<file path="config.mk">
export PLATFORM = sky130hd
export DESIGN_NAME = gfx256_pixel_wr_ctrl
export DESIGN_NICKNAME = d
export VERILOG_FILES = /design/src/rtl/gfx256_pixel_wr_ctrl.sv
export SDC_FILE = /design/constraint.sdc
export NUM_CORES = 1
export LEC_CHECK = 0
export ABC_AREA = 1
export BUFFER_PORTS_ARGS = -buffer_cell sky130_fd_sc_hd__buf_2
export CAP_MARGIN = 20
export CORE_UTILIZATION = 58
export DETAILED_ROUTE_END_ITERATION = 10
export PLACE_DENSITY = 0.86
export SYNTH_ARGS = -nofsm -noshare
export SYNTH_HDL_FRONTEND = slang
export SYNTH_SLANG_ARGS = --single-unit
export TNS_END_PERCENT = 30
</file>
<file path="constraint.sdc">
create_clock -name clk_i -period 4.2 [get_ports clk_i]
set_clock_uncertainty 0.05 [all_clocks]
set_input_delay 0.21 -clock clk_i [delete_from_list [all_inputs] [get_ports clk_i]]
set_output_delay 0.21 -clock clk_i [all_outputs]
set_load 0.02 [all_outputs]
</file>
<file path="src/rtl/gfx256_pixel_wr_ctrl.sv">
// gfx256_pixel_wr_ctrl: merges pixel writes into one 256-bit line
// buffer and writes the line back with byte enables.
module gfx256_pixel_wr_ctrl #(
  parameter int AW = 32
) (
  input  logic          clk_i,
  input  logic          rst_ni,
  input  logic          pix_req_i,
  output logic          pix_ack_o,
  input  logic [AW-1:0] pix_addr_i,
  input  logic [31:0]   pix_color_i,
  input  logic [1:0]    color_depth_i,
  input  logic          flush_i,
  output logic          flush_done_o,
  output logic          mem_cyc_o,
  output logic          mem_we_o,
  output logic [AW-1:0] mem_adr_o,
  output logic [31:0]   mem_sel_o,
  output logic [255:0]  mem_dat_o,
  input  logic          mem_ack_i,
  output logic          busy_o
);

  typedef enum logic {
    IDLE = 1'b0,
    WB   = 1'b1
  } state_t;

  state_t        state_q;
  state_t        state_d;
  logic [AW-6:0] line_adr;
  logic [255:0]  buf_q;
  logic [31:0]   sel_acc;
  logic [31:0]   sel_d;
  logic          flush_pend;

  logic          empty;
  logic          same_line;
  logic          accept;
  logic          in_wb;
  logic [4:0]    off;
  logic [5:0]    nbytes;
  logic [5:0]    rel;
  logic [31:0]   shifted;
  logic [31:0]   wr_mask;
  logic [255:0]  wr_buf;

  assign empty     = (sel_acc == 32'h0);
  assign same_line = (pix_addr_i[AW-1:5] == line_adr);
  assign in_wb     = (state_q == WB);
  assign off       = pix_addr_i[4:0];
  assign nbytes    = {4'b0, color_depth_i} + 6'd1;

  // Flush wins over a pixel arriving in the same cycle.
  assign accept = rst_ni && !in_wb && pix_req_i
               && !flush_pend && !flush_i
               && (empty || same_line);

  assign pix_ack_o    = accept;
  assign flush_done_o = flush_pend && !in_wb && empty;
  assign busy_o       = in_wb || !empty;

  assign mem_cyc_o = in_wb;
  assign mem_we_o  = in_wb;
  assign mem_adr_o = in_wb ? {line_adr, 5'b0} : '0;
  assign mem_sel_o = in_wb ? sel_acc : '0;
  assign mem_dat_o = in_wb ? buf_q : '0;

  // Byte lanes hit by the pixel; lanes past byte 31 fall off.
  always_comb begin
    wr_mask = '0;
    wr_buf  = buf_q;
    rel     = '0;
    shifted = '0;
    for (int i = 0; i < 32; i++) begin
      rel     = 6'(i) - {1'b0, off};
      shifted = pix_color_i >> {rel[1:0], 3'b000};
      if (rel < nbytes) begin
        wr_mask[i]        = 1'b1;
        wr_buf[8*i +: 8]  = shifted[7:0];
      end
    end
  end

  // Next state and next byte-enable accumulator.
  always_comb begin
    state_d = state_q;
    sel_d   = sel_acc;
    unique case (state_q)
      IDLE: begin
        if (accept) begin
          sel_d = sel_acc | wr_mask;
          if (&sel_d) state_d = WB;
        end else if (flush_pend && !empty) begin
          state_d = WB;
        end else if (pix_req_i && !empty && !same_line) begin
          state_d = WB;
        end
      end
      WB: begin
        if (mem_ack_i) begin
          sel_d   = '0;
          state_d = IDLE;
        end
      end
      default: state_d = IDLE;
    endcase
  end

  // Control state with asynchronous reset.
  always_ff @(posedge clk_i or negedge rst_ni) begin
    if (!rst_ni) begin
      state_q    <= IDLE;
      sel_acc    <= '0;
      flush_pend <= 1'b0;
      line_adr   <= '0;
    end else begin
      state_q    <= state_d;
      sel_acc    <= sel_d;
      flush_pend <= flush_i || (flush_pend && !flush_done_o);
      if (accept) line_adr <= pix_addr_i[AW-1:5];
    end
  end

  // Line data; stale bytes are masked by sel_acc so no reset needed.
  always_ff @(posedge clk_i) begin
    if (accept) buf_q <= wr_buf;
  end

endmodule

</file>
==> flow_summary_export.csv <==
group,metric,value,unit
power_and_ir_drop,cellPowerDensity,509,nW/um^2
routing,drt_iter0_markers,1558,
logic_synthesis,synth_cell_type_count,34,
logic_synthesis,ys_seq_area_share,58.1,%
routing,drc_errors,0,
global_route,grtUsageMet2,54.6,%
clock_tree,worstSkewPairLatency,0.56,ns
logic_synthesis,syn_area_per_cell,8.77,sq um
clock_tree,cts_buffers,31,
routing,vias,13700,
finish,area_growth,22.8,%
power_and_ir_drop,irDropWorstVdd,0.409,mV
sta,rsz0062_at_grt,"false",
sta,fin_crit_sh,76.4,%
sta,hold_viol,0,
power_and_ir_drop,p_leak,11.2,nW
global_route,grtUsageTotal,33.8,%
finish,fill_cells,1936,
finish,drive_gt1_share,22.2,%
sta,min_period,3.21,ns
global_route,overflow,0,
run,max_cap_viol_count,0,
sta,relSlewSlack,21.2,%
clock_tree,cts_root_buf,"clkbuf_16",
sta,worstMarginPinSlew,1.17,ns
clock_tree,cts_buffer_depth,3,
floorplan,core,26900,sq um
power_and_ir_drop,p_seq_share,38.1,%
power_and_ir_drop,p_total,9.92,mW
global_route,grt_pass1_vias,13100,
placement,gp_congestion,0.967,
global_route,top_usage_layer,"met2",
sta,finalSetupViolCount,0,
logic_synthesis,netlist_area,15900,sq um
critical_path,crit_required,3.94,ns
critical_path,worst_setup_path_start_kind,"flop",
finish,multi_input_area,4700,sq um
critical_path,cp-end-kind,"primary output",
floorplan,fp.dieW,167,um
power_and_ir_drop,p_clk_share,27.6,%
clock_tree,post_cts_buffers,0,
sta,tns,0,ns
global_route,met3_usage,6.81,%
status,status,"finished clean",
finish,final_common_cell,"nand2_1",
logic_synthesis,syn_inst,1810,
clock_tree,clock_sinks,317,
power_and_ir_drop,sw_frac_of_total,38.3,%
placement,dpl.hpwl,34400,um
routing,totalWireLength,48200,um
clock_tree,cts_tree,"done",
clock_tree,htree_levels,1,
routing,wl_per_cell,18.5,um
floorplan,io_pins,396,
logic_synthesis,synth-seq-cells,317,
critical_path,worstPathMaxFanout,73,
routing,vias_per_cell,5.28,
power_and_ir_drop,p_comb_share,34.3,%
floorplan,dieHeight,167,um
logic_synthesis,yosysWarningCount,0,
floorplan,rows,60,
power_and_ir_drop,p_int,6.12,mW
global_route,grt_pass1_wl,71800,um
floorplan,start_util,59.1,%
finish,most-common-layout-cells,"608 x nand2_1, 427 x inv_1, 393 x buf_2",
floorplan,die-area,28000,sq um
finish,diodes,0,
global_route,use_met1,43.8,%
finish,nNetsFinal,2342,
clock_tree,path_clk_slew,0.07,ns
power_and_ir_drop,p_sw,3.80,mW
finish,seqCellArea,9220,sq um
worst_hold_path,hold_path.class,"input pin to flop",
placement,io_buffer_count,390,
sta,drv_slew,0,
sta,fmax,312,MHz
global_route,grt_max_degree,88,
critical_path,path_class,"flop to primary output",
routing,firstDrtPassIters,6,
critical_path,cp.arrival,2.95,ns
global_route,antenna_found_initial,2,
routing,final_antenna_net_count,0,
==> metrics by stage <==
stage | util [%] | std cells | area [sq um] | hold slack, ns | setup slack (ns)
after floorplan | - | 1814 | 15900 | -0.136 | 0.930
after global placement | 67.6 | 2506 | 18200 | 0.370 | 0.782
after detailed placement | 67.7 | 2510 | 18200 | 0.378 | 0.619
after CTS | 72.4 | 2596 | 19500 | 0.0532 | 1.02
after global routing | 72.5 | 2602 | 19500 | 0.117 | 0.815
final | 72.5 | 2602 | 19500 | 0.0821 | 0.992
==> power by group through the flow <==
stage / sequential, mW / clock (mW) / combinational [mW]
3_5_place_dp: 3.84 / 0 / 3.31
4_1_cts: 3.77 / 2.73 / 3.35
6_report: 3.78 / 2.73 / 3.40
2_1_floorplan: 3.77 / 0 / 2.23
3_3_place_gp: 3.82 / 0 / 3.24
5_1_grt: 3.80 / 2.85 / 3.69
==> per-layer routing <==
layer | share of wire, % | routed length [um]
met4 | 4.7 | 2250
met2 | 47 | 22500
met5 | 0.025 | 12
met3 | 9.7 | 4700
met1 | 39 | 18700
==> critical path: stages (launching register included) <==
cell and delay [ns]:
dfrtp_1 0.49, inv_1 0.25, nand4_1 0.12, nor2_1 0.12, nand4_1 0.24, a21oi_4 0.23, buf_4 0.64, buf_2 0.29
==> area by class of cell <==
| type | count | share of cell area (%) |
|---|---|---|
| Sequential cell | 317 | 47.3 |
| Multi-Input combinational cell | 993 | 24.1 |
| Timing Repair Buffer | 461 | 13.1 |
| Inverter | 433 | 8.35 |
| Clock buffer | 37 | 4.09 |
| Tap cell | 341 | 2.19 |
| Clock inverter | 20 | 0.937 |
==> what timing repair did <==
action	in CTS	in global routing
resized for setup	0	0
endpoints found under the hold margin	89	0
hold buffers	29	0
==> kinds of logic (layout without fill, tap and decap cells) <==
logic type / count (synthesis) / in the layout / synth area share, %
adders and majority gates: 34 / 34 / 2.68
AOI/OAI and AO/OA: 137 / 137 / 4.60
other: 1 / 5 / 0.0236
buffers and inverters: 504 / 951 / 12.7
and+or+nand+nor: 765 / 765 / 18.9
xor gates and xnor gates: 20 / 20 / 1.10
DFF: 317 / 317 / 58.1
muxes: 32 / 32 / 2.02
==> final timing paths <==
kind	depth (start not counted)	slack [ns]	startpoint	to
max in group asynchronous	3	3.15	rst_ni	mem_cyc_o$_DFF_PN0_
setup / recovery	7	0.99	sel_acc[26]$_DFFE_PN0P_	pix_ack_o
hold reg to reg	2	0.47	line_adr[2]$_DFFE_PN0P_	line_adr[2]$_DFFE_PN0P_
hold / removal	5	0.08	pix_req_i	mem_cyc_o$_DFF_PN0_
setup reg to reg	8	1.15	sel_acc[26]$_DFFE_PN0P_	buf_q[79]$_DFFE_PP_
min in group asynchronous	3	0.36	rst_ni	sel_acc[13]$_DFFE_PN0P_
==> synth_stat cells (all sizes together) <==
| cell | instances | share of area, % |
|---|---|---|
| edfxtp | 256 | 48 |
| a31oi | 1 | 0.039 |
| a21oi | 65 | 2.2 |
| o21ai | 63 | 2.0 |
| inv | 433 | 10 |
| o21a | 6 | 0.28 |
| mux2i | 32 | 2.0 |
| clkbuf | 39 | 0.92 |
| and2 | 2 | 0.079 |
| nor3 | 7 | 0.22 |
| nand3 | 39 | 1.3 |
| xnor2 | 14 | 0.77 |
| dfrtp | 61 | 9.6 |
| xor2 | 6 | 0.33 |
| ha | 34 | 2.7 |
| nand2 | 611 | 14 |
| nand4 | 12 | 0.47 |
| conb | 1 | 0.024 |
| a21boi | 1 | 0.047 |
| nor2 | 90 | 2.1 |
| buf | 32 | 1.5 |
| o21bai | 1 | 0.047 |
| nand3b | 4 | 0.19 |
==> sequential cells by signal, summed over array words and instances (netlist names) <==
name / flops
flush_pend: 1
mem_cyc_o: 1
sel_acc: 32
line_adr: 27
buf_q: 256
Note: power is estimated with default switching activity, not from simulation.
